==> src/rtl/noise_pkg.sv <==
// noise_pkg: shared constants for the noise step scheduler
package noise_pkg;
  localparam logic [1:0] S_IDLE = 2'd0;
  localparam logic [1:0] S_STEP = 2'd1;
  localparam logic [1:0] S_WAIT = 2'd2;
  localparam logic [1:0] S_CAPT = 2'd3;
  localparam int DEF_NUM_VOICES = 3;
  localparam int DEF_PERIOD_W = 10;
  localparam int LFSR_LAT = 2;
endpackage

==> src/rtl/noise_rr_arbiter.sv <==
// noise_rr_arbiter: combinational round-robin pick of the first pending voice at or after ptr
module noise_rr_arbiter #(
  parameter int NUM_VOICES = 3,
  parameter int SEL_W = 2
) (
  input  logic [NUM_VOICES-1:0] pend,
  input  logic [SEL_W-1:0]      ptr,
  output logic                  grant_valid,
  output logic [SEL_W-1:0]      grant_idx
);
  localparam logic [SEL_W:0] NV = (SEL_W+1)'(NUM_VOICES);
  logic [NUM_VOICES-1:0] rot;
  logic [SEL_W-1:0] off;
  logic [SEL_W:0] sum;
  // rotate so bit 0 is the pointer position, then take the lowest set bit
  always_comb begin
    rot = NUM_VOICES'({pend, pend} >> ptr);
    off = '0;
    for (int k = NUM_VOICES - 1; k >= 0; k--) if (rot[k]) off = SEL_W'(k);
    sum = {1'b0, ptr} + {1'b0, off};
    grant_valid = |pend;
    grant_idx = sum >= NV ? SEL_W'(sum - NV) : SEL_W'(sum);
  end
endmodule

==> src/rtl/noise_step_sched.sv <==
// noise_step_sched: per-voice dividers and round-robin sharing of one noise LFSR
module noise_step_sched
  import noise_pkg::*;
#(
  parameter int NUM_VOICES = DEF_NUM_VOICES,
  parameter int PERIOD_W = DEF_PERIOD_W,
  parameter int SEL_W = 2
) (
  input  logic                  clk,
  input  logic                  rst,
  input  logic                  tick,
  input  logic                  cfg_we,
  input  logic [SEL_W-1:0]      cfg_sel,
  input  logic [PERIOD_W-1:0]   cfg_period,
  input  logic                  cfg_en,
  output logic                  lfsr_step,
  input  logic                  lfsr_bit,
  output logic [NUM_VOICES-1:0] voice_noise,
  output logic [NUM_VOICES-1:0] overrun,
  output logic                  busy
);
  logic [1:0] state_q, state_d;
  logic [SEL_W-1:0] ptr_q, ptr_d, g_q, g_d, g_nxt, arb_ptr, arb_idx;
  logic arb_valid, take, capt;
  logic [NUM_VOICES-1:0][PERIOD_W-1:0] period_q, period_d, cnt_q, cnt_d;
  logic [NUM_VOICES-1:0] en_q, en_d, pend_q, pend_d, ovr_q, ovr_d, noise_q, noise_d;
  logic wr, dis, set, clr;

  assign capt = state_q == S_CAPT;
  assign g_nxt = g_q == SEL_W'(NUM_VOICES - 1) ? '0 : g_q + 1'b1;
  // in CAPT the pointer already advances past the voice just served
  assign arb_ptr = capt ? g_nxt : ptr_q;
  assign take = arb_valid && (capt || state_q == S_IDLE);
  assign lfsr_step = state_q == S_STEP;
  assign busy = state_q != S_IDLE;
  assign voice_noise = noise_q;
  assign overrun = ovr_q;

  noise_rr_arbiter #(.NUM_VOICES(NUM_VOICES), .SEL_W(SEL_W)) u_arb (
    .pend(pend_q),
    .ptr(arb_ptr),
    .grant_valid(arb_valid),
    .grant_idx(arb_idx)
  );

  always_comb begin
    state_d = state_q == S_STEP ? S_WAIT : state_q == S_WAIT ? S_CAPT : take ? S_STEP : S_IDLE;
    ptr_d = arb_ptr;
    g_d = take ? arb_idx : g_q;
    period_d = period_q;
    en_d = en_q;
    cnt_d = cnt_q;
    pend_d = pend_q;
    ovr_d = ovr_q;
    noise_d = noise_q;
    wr = 1'b0;
    dis = 1'b0;
    set = 1'b0;
    clr = 1'b0;
    for (int v = 0; v < NUM_VOICES; v++) begin
      wr = cfg_we && cfg_sel == SEL_W'(v);
      dis = wr && !cfg_en;
      set = en_q[v] && tick && cnt_q[v] == '0;
      clr = take && arb_idx == SEL_W'(v);
      if (wr) begin
        period_d[v] = cfg_period;
        en_d[v] = cfg_en;
      end
      cnt_d[v] = dis ? '0 : (en_q[v] && tick) ? (set ? period_q[v] : cnt_q[v] - 1'b1) : cnt_q[v];
      pend_d[v] = dis ? 1'b0 : set ? 1'b1 : clr ? 1'b0 : pend_q[v];
      ovr_d[v] = wr ? 1'b0 : (set && pend_q[v] && !clr) ? 1'b1 : ovr_q[v];
      noise_d[v] = dis ? 1'b0 : (capt && g_q == SEL_W'(v) && en_q[v]) ? lfsr_bit : noise_q[v];
    end
  end

  always_ff @(posedge clk) begin
    if (rst) begin
      state_q <= S_IDLE;
      ptr_q <= '0;
      g_q <= '0;
      period_q <= '0;
      en_q <= '0;
      cnt_q <= '0;
      pend_q <= '0;
      ovr_q <= '0;
      noise_q <= '0;
    end else begin
      state_q <= state_d;
      ptr_q <= ptr_d;
      g_q <= g_d;
      period_q <= period_d;
      en_q <= en_d;
      cnt_q <= cnt_d;
      pend_q <= pend_d;
      ovr_q <= ovr_d;
      noise_q <= noise_d;
    end
  end
endmodule

==> config.mk <==
export PLATFORM = sky130hd
export DESIGN_NAME = noise_step_sched
export DESIGN_NICKNAME = d
export VERILOG_FILES = /design/src/rtl/noise_pkg.sv /design/src/rtl/noise_rr_arbiter.sv /design/src/rtl/noise_step_sched.sv
export SDC_FILE = /design/constraint.sdc
export NUM_CORES = 1
export LEC_CHECK = 0
export CORE_MARGIN = 4
export CORE_UTILIZATION = 55
export DETAILED_ROUTE_END_ITERATION = 10
export GPL_TIMING_DRIVEN = 0
export PLACE_DENSITY = 0.83
export SLEW_MARGIN = 0
export SYNTH_ARGS = -nofsm -noshare
export SYNTH_HDL_FRONTEND = slang
export SYNTH_SLANG_ARGS = --single-unit
export TNS_END_PERCENT = 20
==> constraint.sdc <==
create_clock -name clk -period 5.2 [get_ports clk]
set_input_delay 1.04 -clock clk [delete_from_list [all_inputs] [get_ports clk]]
set_output_delay 1.04 -clock clk [all_outputs]
set_load 0.02 [all_outputs]
==> metrics.csv <==
metric,value,unit
finalHoldViolations,0,
path_class,register to register,
grt_pass1_vias,3417,
place_congestion,0.889,
required,5.44,ns
cpPeakStageDelay,0.54,ns
post-route-util,66.0,%
clk_pin_slew_worst_paths,0.08,ns
fin_cells,584,
tightest_slew,0.649,ns
gr-usage-all-layers,23.6,%
cts_buffer_depth,2,
drtIter0Drc,207,
crit_family,adder cells,
dr.pass1.iters,4,
layout.nets,530,
yosys.area.top_type,dfxtp_1,
synth.distinct_cells,56,
cts-resized-gates,0,
slew_violations,0,
syn-num-nets,495,
synth.most_common_cell,nand2_1,
antenna_found_initial,0,
crit_path_start_kind,register,
worstPathCellList,ha_1 -> mux2i_1 -> xor2_1 -> a311o_1 -> ha_1 -> fa_1 -> ha_1 -> nor3_1 -> mux2_2 -> o21ai_0 -> o21ai_0,
die-area,8230,µm²
leakage,1.53,nW
worst_slack,1.24,ns
period_share,76.1,%
synth.avg_cell_area,8.05,µm²
htree_levels,3,
ctsHoldBuffers,0,
seq_area_frac_synth,41.5,%
cellPowerDensity,289,nW/µm²
timing.reg2reg.setup_slack,1.24,ns
end_kind,register,
cp.arrival,4.19,ns
port_buffers,24,
drc,0,
finClkSkew,0.00884,ns
ant_nets,0,
ys.flop_type,dfxtp_1,
outcome,completed,
hold_ws,0.462,ns
max-cap-violations,0,
wl_per_cell,15.8,µm
synthArstFlopShare,0,%
cts_buffers,9,
crit_start,state_q[0],
vias_per_cell,6.11,
path_max_fanout,7,
initial_core_util,57.9,%
r2r_end,overrun[0],
yosysWarningCount,0,
rr_worst_depth,11,
ir_drop,184,µV
dp_hpwl,7000,µm
grt_remaining_overflow,0,
worstSkewPairLatency,0.35,ns
rows,29,
dp_cells,568,
clock-root-buffer,clkbuf_8,
setup-tns-final,0,ns
syn_inst,467,
synth-edff-count,0,
worst-path-buf-inv,0,
pre_cts_ws,1.29,ns
syn_area,3760,µm²
period_needed,3.96,ns
boundaryPins,26,
core_area,6490,µm²
area_growth,14.0,%
synth_top_cell_area_share,41.5,%
netlist_top_cells_area,"dfxtp_1 (42%), nand2_1 (8.2%), a21oi_1 (6.9%), nor2_1 (3.3%), ha_1 (3.0%)",
critPathSlowestCell,mux2i_1,
max_freq,253,MHz
vias,3567,
hold-path-cell-count,2,
grt_max_degree,14,
grt_pass1_wl,15900,µm
min_to,period_q[19],
hp-start,period_q[19],
timing.rr.start,state_q[0],
rsz0062_at_grt,false,
hp-class,register to register,
drive_gt1_share,5.52,%
setup-violations-final,0,
path_common_cell,ha_1,
antenna_cells,0,
wl,9250,µm
die_h,90.7,µm
clkSinkCount,78,
die_w,90.7,µm
synth_commonest_cells,"nand2_1 (82), dfxtp_1 (78), a21oi_1 (52)",
relSlewSlack,56.7,%
post_cts_buffers,0,
cts_tree,done,
ys_ff_latch,78,
## registers in the layout, indices dropped and copies added, names as in the netlist, 3 cells and up
name         count
period_q        30
en_q             3
cnt_q           30
pend_q           3
overrun          3
voice_noise      3
## stage by stage
| step | area (µm²) | total power, mW |
|---|---|---|
| 2_1_floorplan | 3760 | 0.751 |
| 3_3_place_gp | 4100 | 0.802 |
| 3_5_place_dp | 4100 | 0.808 |
| 4_1_cts | 4290 | 1.25 |
| 5_1_grt | 4290 | 1.29 |
| 6_report | 4290 | 1.24 |
## worst max-delay path by stage
stage | depth (start not counted) | endpoint
after floorplan | 11 | overrun[0]
after global placement | 11 | overrun[0]
after detailed placement | 11 | overrun[0]
after CTS | 11 | overrun[0]
after global routing | 11 | overrun[0]
final | 11 | overrun[0]
## worst register-to-register path: stages (launching register included)
cell and delay (ns):
dfxtp_1 0.37, ha_1 0.29, mux2i_1 0.55, xor2_1 0.18
a311o_1 0.38, ha_1 0.19, fa_1 0.47, ha_1 0.23
nor3_1 0.43, mux2_2 0.39, o21ai_0 0.25, o21ai_0 0.13
## logic make-up after synthesis
family | Yosys count | share of synthesized area [%]
mux | 8 | 2.20
compound gates | 113 | 18.9
fa+ha+maj | 10 | 3.53
flops | 78 | 41.5
simple gates | 213 | 28.7
buf+inv | 41 | 4.19
xor+xnor | 4 | 0.932
## cell usage in the layout, fill, tap and decap left out, drive strengths merged, types with 5 or more instances in the layout
master,synthesis,final
nand2,82,82
dfxtp,78,78
a21oi,52,52
nor2,33,33
clkbuf,20,30
clkdlybuf4s50,0,24
nor3,19,19
inv,16,16
nand3,14,14
or3,10,10
or4,10,10
o21ai,10,10
o31ai,9,9
ha,9,9
o211ai,7,7
a31oi,7,7
mux2i,6,6
nor4,6,6
a311oi,5,5
or2,5,5
buf,5,5
## cell type report
type	count	area (µm²)
fillers	528	2210
multi-input cells	348	2040
flip-flops and latches	78	1560
repair buffers	24	240
clock buffers	10	128
plain buffers	25	97.6
well taps	77	96.3
clock inverters	6	62.6
inverters	16	60.1
## metal layers
layer	vias up	GRT usage (%)	wire length, µm
li1	1773	-	-
met1	1674	31.8	4250
met2	96	36.8	4190
met3	24	3.75	511
met4	0	10.8	303
met5	-	0	0
## report_power, final
part	internal, mW	total [mW]	switching [mW]
clock	0.220	0.442	0.222
combinational	0.0650	0.164	0.0992
sequential	0.616	0.633	0.0163
Power figures use the tool's default switching activity.
